--- config.mk ---
export PLATFORM = sky130hd
export DESIGN_NAME = flash_boot_loader
export DESIGN_NICKNAME = d
export VERILOG_FILES = /design/src/rtl/flash_boot_loader.sv
export SDC_FILE = /design/constraint.sdc
export NUM_CORES = 1
export LEC_CHECK = 0
export ABC_AREA = 1
export CAP_MARGIN = 20
export CORE_MARGIN = 4
export CORE_UTILIZATION = 50
export CTS_CLUSTER_SIZE = 24
export DETAILED_ROUTE_END_ITERATION = 12
export GPL_TIMING_DRIVEN = 0
export PLACE_DENSITY = 0.78
export SYNTH_ARGS = -nofsm -noshare
export SYNTH_HDL_FRONTEND = slang
export SYNTH_SLANG_ARGS = --single-unit
--- constraint.sdc ---
create_clock -name clk -period 8.58 [get_ports clk]
set_input_delay 1.716 -clock clk [delete_from_list [all_inputs] [get_ports clk]]
set_output_delay 1.716 -clock clk [all_outputs]
set_load 0.005 [all_outputs]
--- src/rtl/flash_boot_loader.sv ---
// Boot-time copy engine: streams 16-bit Flash halfwords into 32-bit instruction RAM
// words and holds the CPU in reset until the image has been loaded.
module flash_boot_loader #(
  parameter logic [21:0] FLASH_BASE     = 22'h0,
  parameter logic [31:0] RAM_BASE       = 32'h8000_0000,
  parameter int unsigned WORD_COUNT     = 1024,
  parameter int unsigned SETTLE_CYCLES  = 4,
  parameter int unsigned RAM_WR_CYCLES  = 2,
  parameter int unsigned TIMEOUT_CYCLES = 4096,
  parameter bit          START_ON_RESET = 1'b1
) (
  input  logic        clk,
  input  logic        rst,
  input  logic        start_i,
  output logic [21:0] flash_addr_o,
  input  logic [15:0] flash_data_i,
  input  logic        flash_data_ready_i,
  output logic        ram_ce_o,
  output logic        ram_we_o,
  output logic [31:0] ram_addr_o,
  output logic [31:0] ram_data_o,
  output logic [3:0]  ram_sel_o,
  output logic        busy_o,
  output logic        done_o,
  output logic        error_o,
  output logic        cpu_hold_o,
  output logic [19:0] progress_o
);

  localparam logic [19:0] WC = 20'(WORD_COUNT);

  typedef enum logic [2:0] {
    IDLE, SET_LO, WAIT_LO, SET_HI, WAIT_HI, WRITE, DONE, ERROR
  } state_t;

  state_t      state, state_next;
  logic [31:0] settle_cnt, tmo_cnt, wr_cnt;
  logic [15:0] lo;
  logic        go, cap_lo, cap_hi, wr_end;
  logic        settle_done, tmo_hit, wr_last, last_word;

  assign settle_done = (settle_cnt == '0);
  assign tmo_hit     = (tmo_cnt == TIMEOUT_CYCLES - 1);
  assign wr_last     = (wr_cnt == RAM_WR_CYCLES - 1);
  assign last_word   = ((progress_o + 20'd1) == WC);

  always_ff @(posedge clk or posedge rst) begin
    if (rst) state <= IDLE;
    else     state <= state_next;
  end

  always_comb begin
    state_next = state;
    go         = 1'b0;
    cap_lo     = 1'b0;
    cap_hi     = 1'b0;
    wr_end     = 1'b0;
    case (state)
      IDLE:        if (START_ON_RESET || start_i) go = 1'b1;
      DONE, ERROR: if (start_i) go = 1'b1;
      SET_LO:      state_next = WAIT_LO;
      WAIT_LO:
        if (settle_done) begin
          if (flash_data_ready_i) begin
            cap_lo     = 1'b1;
            state_next = SET_HI;
          end else if (tmo_hit) begin
            state_next = ERROR;
          end
        end
      SET_HI:      state_next = WAIT_HI;
      WAIT_HI:
        if (settle_done) begin
          if (flash_data_ready_i) begin
            cap_hi     = 1'b1;
            state_next = WRITE;
          end else if (tmo_hit) begin
            state_next = ERROR;
          end
        end
      WRITE:
        if (wr_last) begin
          wr_end     = 1'b1;
          state_next = last_word ? DONE : SET_LO;
        end
      default:     state_next = IDLE;
    endcase
    if (go) state_next = (WC == '0) ? DONE : SET_LO;
  end

  // Strobes and status decode straight from state so an async reset drops them at once.
  assign ram_ce_o   = (state == WRITE);
  assign ram_we_o   = (state == WRITE);
  assign ram_sel_o  = (state == WRITE) ? 4'b1111 : 4'b0000;
  assign done_o     = (state == DONE);
  assign error_o    = (state == ERROR);
  assign busy_o     = !(state inside {IDLE, DONE, ERROR});
  assign cpu_hold_o = (state != DONE);

  always_ff @(posedge clk or posedge rst) begin
    if (rst) begin
      flash_addr_o <= FLASH_BASE;
      ram_addr_o   <= RAM_BASE;
      ram_data_o   <= '0;
      progress_o   <= '0;
      settle_cnt   <= '0;
      tmo_cnt      <= '0;
      wr_cnt       <= '0;
      lo           <= '0;
    end else begin
      if (go) begin
        flash_addr_o <= FLASH_BASE;
        ram_addr_o   <= RAM_BASE;
        progress_o   <= '0;
      end
      if (state == SET_LO || state == SET_HI) begin
        settle_cnt <= SETTLE_CYCLES;
        tmo_cnt    <= '0;
      end
      if (state == WAIT_LO || state == WAIT_HI) begin
        if (!settle_done)             settle_cnt <= settle_cnt - 32'd1;
        else if (!flash_data_ready_i) tmo_cnt    <= tmo_cnt + 32'd1;
      end
      if (cap_lo) begin
        lo           <= flash_data_i;
        flash_addr_o <= flash_addr_o + 22'd1;
      end
      if (cap_hi) begin
        ram_data_o <= {flash_data_i, lo};
        wr_cnt     <= '0;
      end
      if (state == WRITE) wr_cnt <= wr_cnt + 32'd1;
      // Hi address 2k+1 steps to the next word's lo address 2k+2.
      if (wr_end) begin
        progress_o   <= progress_o + 20'd1;
        ram_addr_o   <= ram_addr_o + 32'd4;
        flash_addr_o <= flash_addr_o + 22'd1;
      end
    end
  end

endmodule

-- Word-level counts from Yosys, hierarchy flattened
Index checks and enable logic that the tools add are counted.
- shift operators: 0
- reductions and logical operators: 12
- multipliers: 0
- $lt $le $gt $ge: 0
- bitwise gates (word level): 0
- divide/modulo/power cells: 0
- add/subtract/negate cells: 6
- equal/unequal tests: 14
- muxes and demuxes: 34
- operators by type and width (operator ; number):
    32-bit 2-to-1 mux ; 11
    22-bit 2-to-1 mux ; 3
    32-bit by 1-bit adder with 32-bit output, second input constant ; 2
    20-bit 2-to-1 mux ; 2
    32-bit by 3-bit adder with 32-bit output, second input constant ; 1
    32-bit by 1-bit == test with 1-bit output, second input constant ; 1
    32-bit by 12-bit == test with 1-bit output, second input constant ; 1
    32-bit logical NOT ; 1
    32-bit by 1-bit subtractor with 32-bit output, second input constant ; 1
    3-bit 2-to-1 mux ; 8
    22-bit by 1-bit adder with 22-bit output, second input constant ; 1
    20-bit by 1-bit adder with 20-bit output, second input constant ; 1
    20-bit by 11-bit == test with 1-bit output, second input constant ; 1
    3-bit case mux with 5 select lines ; 1
    3-bit == test, second input constant ; 4
    3-bit inequality test, second input constant ; 3
    1-bit 2-to-1 mux ; 7
    3-bit by 2-bit == test with 1-bit output, second input constant ; 2
    3-bit nonzero test ; 2
    6-bit nonzero test ; 1
    4-bit 2-to-1 mux ; 1
    4-bit AND reduction ; 1
    2-bit nonzero test ; 2
    3-bit by 1-bit == test with 1-bit output, second input constant ; 1
    other kinds (6) ; 7
- memories: 0
- ROM bits: 0
- memory bits (writable): 0
- bits in registers: 221
- latch bits: 0
- input bits: 20

-- Depth between registers and ports, before layout
- depth after elaboration: 6
- depth in mapped cells: 16
- depth with buffers taken out: 15

-- Worst setup path before layout
Ideal clock, no wire load.
- path kind: register -> output
- start point: register state[1]
- end point: output port ram_sel_o[0]
- data arrival time: 1.305 ns
- stages on the path, launching flop included: 6
- data required time: 6.864 ns
- slack: 5.559 ns
- cells stage by stage: dfrtp_1 inv_1 nand3_2 inv_2 clkbuf_1 buf_4
- word-level cells in the longest chain between the ends: 2
- RTL lines (what ; line ; RTL):
    start, declared ; 36 ; state_t state, state_next;
    start signal, assigned ; 49 ; else state <= state_next;
    3-bit == test ; - ;
    named net ram_ce_o ; 18 ; output logic ram_ce_o,
    4-bit 2-to-1 mux ; 94 ; assign ram_sel_o = (state == WRITE) ? 4'b1111 : 4'b0000;
    end, declared ; 22 ; output logic [3:0] ram_sel_o,
The timed path passes the listed nets, and every way through them passes these cells.

-- Worst setup path in the final report
- start point: register state[1]
- end point: output port ram_sel_o[3]
- word-level cells in the longest chain between the ends: 2
- RTL lines (what ; line):
    3-bit == test ; 94
    4-bit 2-to-1 mux ; 94
No other way between the ends.

==> run summary <==
clock sink count = 219
critical path class = flop to output pin
max cap viols = 0
insertion delay to the later sink of the worst-skew pair = 0.53 ns
largest net degree at the start of global routing = 112
die area = 27000 um^2
vias in the first global route = 11000
CTS tree = built
initial core utilization = 0.515
most frequent cells in the layout = nand2_1, dfrtp_1, inv_1
DRT Wirelength = 32.6 mm
postcts setup bufs = 0
fin. max-slew vios = 0
IO Pins = 136
Req. time, crit path = 6.86 ns
clock buffer count from CTS = 24
final worst path period share = 0.524
Distinct cells, synth = 46
row count = 56
top_reg_cell synth = dfrtp_1
Core Area = 23800 um^2
Die H = 164 um
Post-Syn Instances = 1609
port bufs = 133
CP Max Fanout = 15
antenna cells = 0
Final Setup Violations = 0
HPWL after detailed placement = 23.4 mm
Critical Path Start = state[1]
worst vdd ir = 0.150 mV
number of antenna-violating nets in the routed design = 0
DR vias/cell = 5.55
Post-Syn Area = 12200 um^2
via count = 11700
filler cell count = 2066
1st-iter DRT viols = 871
HP Class = flop to flop
share of cells above drive strength 1 = 0.0705
GR Util All Layers = 0.236
Final Wtd Congestion = 0.917
global-route wire length before repair = 53.6 mm
Worst-path clk slew = 0.06 ns
final net count = 1799
Arrival @ worst endpoint = 2.78 ns
wire per inst = 15.5 um
final std cells w/o fill = 2106
area grow syn2layout = 21.2%
Worst Hold Launch = lo[3]
max frequency = 222 MHz
number of flops mapped to enable cells by yosys = 0
grt total ovfl = 0
antenna violations before repair = 1
Pwr Density = 237 nW/um^2
status = complete, no violations
commonest non-fill, non-tap cell in the layout = nand2_1
headroom to the max-slew limit = 0.448
Fin. Hold Viols = 0
post_cts resized = 0
Util after Layout = 0.624
clock skew = 0.00959 ns
Clock Root Buffer = clkbuf_16
DRT Pass-1 Iters = 6
unrepaired setup endpoints after global routing = no
Max Buffers Root-to-Sink = 3
asr flop ratio synth = 1.00
placed cell count = 2063
hold buffer count at CTS = 0
Worst setup SP type = flop
Slew @ Worst Pin = 0.828 ns
#FFs+latches synth = 219
Synth Warn # = 0
Pleak = 6.59 nW
Multi-input gate area = 5710 um^2
DIE WIDTH = 164 um
H-tree depth = 1
Worst setup EP type = output pin
Final min period = 4.49 ns
R2R Setup Slk = 6.11 ns
Seq/Total Area, Yosys = 0.448
reg2reg start = state[2]
FF/Latch Area = 5480 um^2
Avg Cell Area, Syn = 7.60 um^2
residual DRC count = 0
## layout make-up
cell class | instances | share of cell area
well taps | 319 | 0.0269
clock buffers | 36 | 0.0511
inverters | 222 | 0.0569
repair buffers | 134 | 0.0917
clock inverters | 7 | 0.00422
plain buffers | 39 | 0.0140
multi-input cells | 1130 | 0.385
flip-flops and latches | 219 | 0.370
## state kept, by name (all words and copies together), names as in the netlist
register,flops
tmo_cnt,32
ram_data_o,32
progress_o,20
state,3
ram_addr_o,30
wr_cnt,32
flash_addr_o,22
settle_cnt,32
lo,16
## metrics by stage
stage / TNS, ns / cell area [um^2] / power [mW] / hold WS (ns) / setup slack, ns
6_report: 0 / 14800 / 3.52 / 0.485 / 4.09
5_1_grt: 0 / 14800 / 3.74 / 0.512 / 3.97
4_1_cts: 0 / 14800 / 3.52 / 0.489 / 4.10
3_5_place_dp: 0 / 14000 / 2.46 / 0.473 / 4.66
3_3_place_gp: -441.04 / 14000 / 2.42 / 0.465 / -2.04
2_1_floorplan: 0 / 12200 / 2.11 / 0.449 / 0.873
## report_power, final
part           switching, mW  total [mW]  internal (mW)  leakage [nW]
sequential             0.154        1.33           1.17          2.93
clock                  0.427        1.06          0.636         0.409
combinational          0.764        1.13          0.363          3.25
total                   1.34        3.52           2.17          6.59
## worst paths after layout
check                      depth (start not counted)              to
setup / recovery                                   6    ram_sel_o[3]
hold / removal                                     2           lo[3]
setup reg to reg                                   7  ram_addr_o[16]
hold reg to reg                                    2           lo[3]
max in group asynchronous                          3   progress_o[6]
min in group asynchronous                          2     tmo_cnt[16]
## worst max-delay path: stages, from the launching register on
cell and delay [ns]:
dfrtp_1 0.43, inv_1 0.21, nand3_2 0.16, inv_2 0.10, clkbuf_1 0.62, buf_4 0.23
clkdlybuf4s50_1 0.49
## per-layer routing
metal / GRT usage / part of all wire / up-vias
li1: - / - / 5664
met1: 0.330 / 0.44 / 5520
met2: 0.383 / 0.46 / 455
met3: 0.0504 / 0.082 / 45
met4: 0.0537 / 0.017 / 2
met5: 0 / 0.00040 / -
## cells in the mapped netlist, types with 8 or more instances
library cell,n,area share
inv_1,210,0.064
nand2_1,328,0.10
nand3_1,142,0.058
ha_1,9,0.0092
o21ai_0,135,0.055
buf_2,10,0.0041
nand4_1,54,0.028
nor3_1,62,0.025
o21ai_1,18,0.0074
nor2_1,182,0.056
buf_4,9,0.0055
a21oi_1,39,0.016
xor2_1,26,0.019
nor3_2,8,0.0065
clkbuf_1,15,0.0046
inv_2,11,0.0034
dfrtp_1,218,0.45
mux2_4,10,0.012
nor4_1,22,0.011
o22ai_1,37,0.019
## logic make-up after synthesis
group,share of synthesized area
DFF,0.448
xor gates and xnor gates,0.0236
AOI/OAI and AO/OA,0.106
and+or+nand+nor,0.307
adders and majority gates,0.00921
muxes,0.0203
other,0.000307
buffers and inverters,0.0853
Note: power is estimated with default switching activity, not from simulation.
